<file path="config.mk">
export PLATFORM = sky130hd
export DESIGN_NAME = fault_campaign_ctrl
export DESIGN_NICKNAME = d
export VERILOG_FILES = /design/src/rtl/fault_campaign_ctrl.sv
export SDC_FILE = /design/constraint.sdc
export NUM_CORES = 1
export LEC_CHECK = 0
export CORE_ASPECT_RATIO = 0.5
export CORE_MARGIN = 1
export CORE_UTILIZATION = 40
export CTS_CLUSTER_DIAMETER = 50
export CTS_CLUSTER_SIZE = 8
export DETAILED_ROUTE_END_ITERATION = 6
export PLACE_DENSITY_LB_ADDON = 0.25
export SLEW_MARGIN = 40
export SYNTH_ARGS = -nofsm -noshare
export SYNTH_HDL_FRONTEND = slang
export SYNTH_SLANG_ARGS = --single-unit
</file>
<file path="constraint.sdc">
create_clock -name clk -period 4.67 [get_ports clk]
set_input_delay 1.1675 -clock clk [delete_from_list [all_inputs] [get_ports clk]]
set_output_delay 1.1675 -clock clk [all_outputs]
set_load 0.01 [all_outputs]
</file>
<file path="src/rtl/fault_campaign_ctrl.sv">
// fault_campaign_ctrl: sequencer for stuck-at fault-injection campaigns.
// Walks every fault (site x polarity). For each one it restarts the stimulus,
// waits out a settle window, then samples the golden/faulty mismatch flag over
// an observe window and tallies the fault as detected or undetected.
// Optional macro FAULT_LOG_EN adds a per-fault detection map (det_map) and the
// observe-window offset of the first mismatch of the last recorded fault
// (first_hit).
module fault_campaign_ctrl #(
  parameter int NSITES  = 16,
  parameter int SETTLE  = 4,
  parameter int OBSERVE = 8,
  parameter int CW      = 8,
  localparam int NF     = 2 * NSITES,
  localparam int FW     = (NF > 1) ? $clog2(NF) : 1,
  localparam int FHW    = (OBSERVE > 1) ? $clog2(OBSERVE) : 1
) (
  input  logic              clk,
  input  logic              rst_n,
  input  logic              start,
  input  logic              abort,
  input  logic              mismatch,
  output logic              stim_restart,
  output logic [NSITES-1:0] stuck0,
  output logic [NSITES-1:0] stuck1,
  output logic [FW-1:0]     cur_fault,
  output logic              busy,
  output logic              done,
  output logic [CW-1:0]     det_cnt,
  output logic [CW-1:0]     undet_cnt
`ifdef FAULT_LOG_EN
  ,
  output logic [NF-1:0]     det_map,
  output logic [FHW-1:0]    first_hit
`endif
);

  localparam int MAXWIN = (SETTLE > OBSERVE) ? SETTLE : OBSERVE;
  localparam int CNTW   = $clog2(MAXWIN + 1);

  typedef enum logic [2:0] {
    S_IDLE,
    S_ARM,
    S_SETTLE,
    S_OBSERVE,
    S_RECORD,
    S_DONE
  } state_t;

  state_t              state_q;
  logic [CNTW-1:0]     cnt_q;
  logic                sticky_q;
  logic [FW-1:0]       fault_q;
  logic [NSITES-1:0]   stuck0_q;
  logic [NSITES-1:0]   stuck1_q;
  logic                restart_q;
  logic                busy_q;
  logic                done_q;
  logic [CW-1:0]       det_q;
  logic [CW-1:0]       undet_q;

  // Fault index that the next ARM will inject, and its decoded enables.
  logic [FW-1:0]       arm_fault_d;
  logic [NSITES-1:0]   stuck0_d;
  logic [NSITES-1:0]   stuck1_d;

`ifdef FAULT_LOG_EN
  logic [NF-1:0]       det_map_q;
  logic [FHW-1:0]      first_hit_q;
  logic [FHW-1:0]      hit_off_q;
  logic [FHW-1:0]      hit_off_d;
`endif

  // Decode the fault to be armed next: fault 0 from IDLE, fault+1 from RECORD.
  always_comb begin
    arm_fault_d = (state_q == S_RECORD) ? fault_q + FW'(1) : '0;
    stuck0_d    = '0;
    stuck1_d    = '0;
    for (int i = 0; i < NSITES; i++) begin
      if (int'(arm_fault_d >> 1) == i) begin
        stuck0_d[i] = ~arm_fault_d[0];
        stuck1_d[i] = arm_fault_d[0];
      end
    end
  end

`ifdef FAULT_LOG_EN
  // Offset within the observe window: the counter runs OBSERVE-1 down to 0.
  always_comb begin
    hit_off_d = FHW'(CNTW'(OBSERVE - 1) - cnt_q);
  end
`endif

  // Campaign FSM; every output is a register updated on the state transition.
  always_ff @(posedge clk or negedge rst_n) begin
    if (!rst_n) begin
      state_q   <= S_IDLE;
      cnt_q     <= '0;
      sticky_q  <= 1'b0;
      fault_q   <= '0;
      stuck0_q  <= '0;
      stuck1_q  <= '0;
      restart_q <= 1'b0;
      busy_q    <= 1'b0;
      done_q    <= 1'b0;
      det_q     <= '0;
      undet_q   <= '0;
`ifdef FAULT_LOG_EN
      det_map_q   <= '0;
      first_hit_q <= '0;
      hit_off_q   <= '0;
`endif
    end else if (abort) begin
      // Abort wins over start and every transition; tallies and index hold.
      state_q   <= S_IDLE;
      stuck0_q  <= '0;
      stuck1_q  <= '0;
      restart_q <= 1'b0;
      busy_q    <= 1'b0;
      done_q    <= 1'b0;
    end else begin
      restart_q <= 1'b0;
      done_q    <= 1'b0;
      unique case (state_q)
        S_IDLE: begin
          if (start) begin
            det_q     <= '0;
            undet_q   <= '0;
            fault_q   <= '0;
            stuck0_q  <= stuck0_d;
            stuck1_q  <= stuck1_d;
            restart_q <= 1'b1;
            busy_q    <= 1'b1;
            state_q   <= S_ARM;
`ifdef FAULT_LOG_EN
            det_map_q <= '0;
`endif
          end
        end
        S_ARM: begin
          sticky_q <= 1'b0;
          cnt_q    <= CNTW'(SETTLE - 1);
          state_q  <= S_SETTLE;
`ifdef FAULT_LOG_EN
          hit_off_q <= '0;
`endif
        end
        S_SETTLE: begin
          if (cnt_q == '0) begin
            cnt_q   <= CNTW'(OBSERVE - 1);
            state_q <= S_OBSERVE;
          end else begin
            cnt_q <= cnt_q - CNTW'(1);
          end
        end
        S_OBSERVE: begin
          sticky_q <= sticky_q | mismatch;
`ifdef FAULT_LOG_EN
          if (mismatch && !sticky_q) begin
            hit_off_q <= hit_off_d;
          end
`endif
          if (cnt_q == '0) begin
            // Fault is released as the record cycle begins.
            stuck0_q <= '0;
            stuck1_q <= '0;
            state_q  <= S_RECORD;
          end else begin
            cnt_q <= cnt_q - CNTW'(1);
          end
        end
        S_RECORD: begin
          if (sticky_q) begin
            det_q <= det_q + CW'(1);
          end else begin
            undet_q <= undet_q + CW'(1);
          end
`ifdef FAULT_LOG_EN
          det_map_q[fault_q] <= sticky_q;
          first_hit_q        <= hit_off_q;
`endif
          if (fault_q == FW'(NF - 1)) begin
            busy_q  <= 1'b0;
            done_q  <= 1'b1;
            state_q <= S_DONE;
          end else begin
            fault_q   <= arm_fault_d;
            stuck0_q  <= stuck0_d;
            stuck1_q  <= stuck1_d;
            restart_q <= 1'b1;
            state_q   <= S_ARM;
          end
        end
        S_DONE: begin
          state_q <= S_IDLE;
        end
        default: begin
          state_q <= S_IDLE;
        end
      endcase
    end
  end

  assign stim_restart = restart_q;
  assign stuck0       = stuck0_q;
  assign stuck1       = stuck1_q;
  assign cur_fault    = fault_q;
  assign busy         = busy_q;
  assign done         = done_q;
  assign det_cnt      = det_q;
  assign undet_cnt    = undet_q;
`ifdef FAULT_LOG_EN
  assign det_map      = det_map_q;
  assign first_hit    = first_hit_q;
`endif

endmodule

</file>
==> results.yml, run 1 <==
outcome:
  status: "finished clean"
clocking:
  cts-resized-gates: 0
  cts.htree.levels: 3
  cts-buffers-inserted: 9
  root_buffer: "clkbuf_16"
  postCtsSetupBuffers: 0
  path_clk_slew_ns: 0.05
  clk_latency_ns: 0.33
  cts_buffer_depth: 2
  ctsHoldBuffers: 0
  clock_sinks: 64
  cts_tree: "yes"
setup_path:
  critPathMaxStageDelay_ns: 0.71
  cp.required_ns: 4.92
  critical_path.slowest_cell: "clkdlybuf4s50_1"
  cpLargestDelayFamily: "simple AND/OR/NAND/NOR gates"
  worstPathArrival_ns: 3.24
  cp.buffers_inverters: 1
  path_cells: "clkdlybuf4s50_1 -> nor3_4 -> nand2_1 -> or4_1 -> a21oi_1"
  end_kind: "flip-flop"
  critPathMaxFanout: 12
  critical_path_class: "in2reg"
  start_kind: "input port"
final_layout:
  area_growth_pct: 32.4
  antenna_cells: 0
  num-fill-cells: 578
  drive_gt1_share_pct: 7.76
  multi_input_area_sq_um: 1320
  layout_common_cells: "dfrtp_1 (64), clkdlybuf4s50_1 (59), nor2_1 (26), nand2_1 (19), o2bb2ai_1 (18)"
  seqCellArea_sq_um: 1600
  layout_commonest_cell: "dfrtp_1"
  layout.nets: 342
routing:
  via_per_inst: 5.74
  first_iter_violations: 154
  vias: 2451
  routedWlPerCell_microns: 16.8
  drc: 0
  postRouteAntennaNets: 0
  firstDrtPassIters: 4
  drt-total-wl_mm: 7.15
die:
  dieArea_sq_um: 7890
  die_w_microns: 125
  rows: 21
  initial_core_util_pct: 43.2
  core_area_sq_um: 6960
  die_y_microns: 63.3
  io_pins: 61
placed_design:
  hpwl_mm: 4.82
  gp_congestion: 0.873
  numPortBuffers: 60
job:
  drv_cap: 0
timing:
  timing.final.crit_share_pct: 64.0
  tns_ns: 0
  finalSetupViolations: 0
  fin_skew_ns: 0.00512
  max_freq_mhz: 334
  tightest_slew_ns: 0.590
  hold_violations: 0
  holdWs_ns: 0.492
  rsz0062_at_grt: "no"
  relSlewSlack_pct: 60.1
  period_needed_ns: 2.99
  finalMaxSlewViolations: 0
yosys:
  synth_edf_count: 0
  netlist_instances: 272
  synthArstFlopShare_pct: 100
  yosysWarningCount: 0
  syn_avg_cell_area_sq_um: 11.1
  seq_area_frac_synth_pct: 53.2
  ys_ff_latch: 64
  syn-num-nets: 282
  synth_area_sq_um: 3010
  synth-main-ff-cell: "dfrtp_1"
  yosys.cell_types.count: 46
global_route:
  antenna_found_initial: 0
  grt_pass1_wl_mm: 12.0
  first_global_vias: 2331
  grt_max_degree: 37
  grtUsageTotal_pct: 19.4
  grt.overflow.total: 0
power_and_ir_drop:
  p_per_area_nw_per_um2: 357
  ir_drop_mv: 0.184
  p_leak_uw: 0.00169
hold_path:
  hp-class: "reg2reg"
## kinds of logic after synthesis
group | Yosys count | synth area share (%)
xor+xnor | 15 | 4.37
mux | 2 | 0.749
simple gates | 99 | 18.2
compound gates | 68 | 18.2
flops | 64 | 53.2
fa+ha+maj | 5 | 2.08
buf+inv | 19 | 3.16
## through the flow
stage	worst slack (ns)	area, sq um	power (uW)	cells	utilization (%)
after floorplan	2.41	3010	686	272	-
after global placement	1.46	3670	723	413	52.7
after detailed placement	1.39	3670	728	413	52.7
after CTS	1.69	3980	1430	427	57.2
after global routing	1.47	3980	1480	427	57.2
final	1.68	3980	1420	427	57.2
## synthesized netlist by cell type, types with 5 or more instances
cell       number  area, sq um
nand2_1        19         71.3
a32o_1         12          120
buf_2           7         35.0
a22o_1          5         43.8
o21ai_0        12         60.1
inv_1           5         18.8
nand3_1         8         40.0
ha_1            5         62.6
and3_1          5         31.3
nor2_1         26         97.6
a21oi_1         7         35.0
nand4_1         9         56.3
xor2_1         12          105
dfrtp_1        64         1600
o2bb2ai_1      18          158
nor3_1          5         25.0
## power by group
part,internal [uW],switching (uW)
combinational,44.6,72.8
sequential,577,25.8
clock,473,229
total,1090,328
## worst paths after layout
path	startpoint	end	slack (ns)	depth (start not counted)
max	abort	det_cnt[7]$_DFFE_PN0P_	1.68	5
min reg2reg	stuck0[10]$_DFFE_PN0P_	stuck0[10]$_DFFE_PN0P_	0.49	1
max in group asynchronous	rst_n	cur_fault[1]$_DFFE_PN0P_	3.15	2
min	stuck0[10]$_DFFE_PN0P_	stuck0[10]$_DFFE_PN0P_	0.49	1
min in group asynchronous	rst_n	cur_fault[4]$_DFFE_PN0P_	0.78	1
max reg2reg	cur_fault[0]$_DFFE_PN0P_	stuck1[2]$_DFFE_PN0P_	2.18	8
## worst reg2reg max path: stages (launching register included)
cell,delay (ns)
dfrtp_1,0.57
ha_1,0.33
and3_1,0.19
ha_1,0.21
nand2b_1,0.22
a21boi_1,0.13
a211oi_4,0.22
buf_4,0.35
a22o_1,0.21
## routing by layer
layer  wire, microns  track usage (%)  vias to the layer above
met5               0                0                        -
met4              81             5.12                        0
met1            3550             26.8                     1244
met3             316             7.05                        8
met2            3210             28.7                       65
li1                -                -                     1134
## flip-flops by register name (all words and copies together) (netlist names)
name          count
stuck0           16
stuck1           16
det_cnt           8
undet_cnt         8
cur_fault         5
cnt_q             4
state_q           3
busy              1
done              1
sticky_q          1
stim_restart      1
## cell type report
cell class	count	area share, %
Multi-Input combinational cell	189	33.1
Timing Repair Buffer	63	15.6
Tap cell	92	2.89
Inverter	5	0.471
Clock buffer	10	6.00
Sequential cell	64	40.2
Clock inverter	4	1.76
Note: power is estimated with default switching activity, not from simulation.
==> run 2: changes to the inputs <==
Clock period 4.67 ns to 2.8 ns, I/O delays scaled along.
==> run 2 against run 1 <==
Worst setup slack got worse by 1.4 ns; die area unchanged; sequential power is 66% higher; critical endpoint is now stuck1[2]$_DFFE_PN0P_; via count down 1.8%; count of clock-buffer cells in the layout unchanged; clock power up 77%; cell count rose by 1.4%.
==> results.yml, run 2 (synthesis results as in run 1) <==
outcome:
  status: "finished clean"
routing:
  drt-total-wl_mm: 6.94
  first_iter_violations: 180
  firstDrtPassIters: 4
  postRouteAntennaNets: 0
  vias: 2408
  via_per_inst: 5.56
  drc: 0
  routedWlPerCell_microns: 16.0
global_route:
  grtUsageTotal_pct: 19.1
  use_met1_pct: 26.9
  grt_max_degree: 36
  grt_util_met2_pct: 26.5
  first_global_vias: 2326
  grt.overflow.total: 0
  grt_pass1_wl_mm: 11.7
  busiest_layer: "met1"
  use_met3_pct: 5.95
  antenna_found_initial: 0
clocking:
  cts.htree.levels: 3
  path_clk_slew_ns: 0.06
  postCtsSetupBuffers: 0
  cts-resized-gates: 0
  clk_latency_ns: 0.34
  cts-buffers-inserted: 9
  ctsHoldBuffers: 0
  cts_buffer_depth: 2
  cts_tree: "yes"
  root_buffer: "clkbuf_16"
  clock_sinks: 64
setup_path:
  critPathMaxStageDelay_ns: 0.57
  worstSetupPathDepth: 8
  reg2reg_depth: 8
  end_kind: "flip-flop"
  worstPathArrival_ns: 2.76
  start_kind: "flip-flop"
  critPathMaxFanout: 32
  path_cells: "ha_1 -> and3_1 -> ha_1 -> nand2b_1 -> a21boi_1 -> a211oi_4 -> buf_4 -> a22o_1"
  rrSetupSlack_ns: 0.32
  cp-startpoint: "cur_fault[0]$_DFFE_PN0P_"
  critical_path.slowest_cell: "dfrtp_1"
  cp.required_ns: 3.08
  r2r-end: "stuck1[2]$_DFFE_PN0P_"
  rr_startpoint: "cur_fault[0]$_DFFE_PN0P_"
  critical_path_class: "reg2reg"
  cpLargestDelayFamily: "flip-flops"
  crit_end: "stuck1[2]$_DFFE_PN0P_"
  cpMostUsedCell: "ha_1"
  cp.buffers_inverters: 1
final_layout:
  final_area_sq_um: 4050
  seqCellArea_sq_um: 1600
  layout.nets: 346
  area_growth_pct: 34.5
  antenna_cells: 0
  layout_common_cells: "dfrtp_1 (64), clkdlybuf4s50_1 (59), nor2_1 (26), nand2_1 (19), o2bb2ai_1 (18)"
  multi_input_area_sq_um: 1320
  drive_gt1_share_pct: 9.38
  num-fill-cells: 556
  layout_commonest_cell: "dfrtp_1"
timing:
  rsz0062_at_grt: "no"
  period_needed_ns: 2.48
  relSlewSlack_pct: 54.6
  worst_slack_ns: 0.318
  tightest_slew_ns: 0.680
  max_freq_mhz: 403
  hold_violations: 0
  finalMaxSlewViolations: 0
  tns_ns: 0
  fin_skew_ns: 0.00620
  finalSetupViolations: 0
  timing.final.crit_share_pct: 88.7
die:
  rows: 21
  initial_core_util_pct: 43.2
  io_pins: 61
  die_w_microns: 125
  dieArea_sq_um: 7890
  die_y_microns: 63.3
  core_area_sq_um: 6960
placed_design:
  gp_congestion: 0.860
  dp_slack_ns: 0.302
  hpwl_mm: 4.70
  numPortBuffers: 60
  placed_cell_area_sq_um: 3710
power_and_ir_drop:
  p_leak_uw: 0.00172
  p_per_area_nw_per_um2: 602
  ir_drop_mv: 0.287
  p_total_uw: 2440
hold_path:
  hp-class: "in2async"
job:
  drv_cap: 0
run 2: changes by cell type in the layout (fill, tap and decap cells not counted):
cell / before / now
clkinv_2: 2 / 0
buf_2: 0 / 1
clkinvlp_4: 0 / 2
clkinv_4: 0 / 2
buf_4: 4 / 6
buf_12: 0 / 1
run 2: per-layer routing:
metal	vias to the layer above	wire length (microns)
li1	1139	-
met1	1182	3430
met2	75	3020
met3	12	366
met4	0	126
met5	-	0
run 2: through the flow:
step | std cells | util [%] | hold slack [ns]
after global placement | 417 | 53.4 | 0.473
after detailed placement | 417 | 53.4 | 0.473
after floorplan | 272 | - | 0.404
final | 433 | 58.1 | 0.395
after global routing | 433 | 58.1 | 0.454
after CTS | 433 | 58.1 | 0.414
run 2: area by class of cell:
type | instances | share of cell area [%]
clock buffer | 10 | 5.91
clock inverter | 6 | 2.29
inverter | 5 | 0.464
multi-input combinational | 189 | 32.6
sequential | 64 | 39.6
tap | 92 | 2.84
timing repair buffer | 67 | 16.3
run 2: how the worst min path moves through the flow:
stage | startpoint | slack [ns] | to
2_1_floorplan | rst_n | 0.40 | busy$_DFFE_PN0P_
3_3_place_gp | stuck0[9]$_DFFE_PN0P_ | 0.47 | stuck0[9]$_DFFE_PN0P_
3_5_place_dp | stuck0[7]$_DFFE_PN0P_ | 0.47 | stuck0[7]$_DFFE_PN0P_
4_1_cts | rst_n | 0.41 | stuck0[8]$_DFFE_PN0P_
5_1_grt | rst_n | 0.45 | stuck0[8]$_DFFE_PN0P_
6_report | rst_n | 0.40 | stuck0[8]$_DFFE_PN0P_
run 2: power by group:
part           switching (uW)  internal [uW]  total [uW]
clock                     430            806        1240
combinational             119           78.8         198
sequential               41.8            961        1000
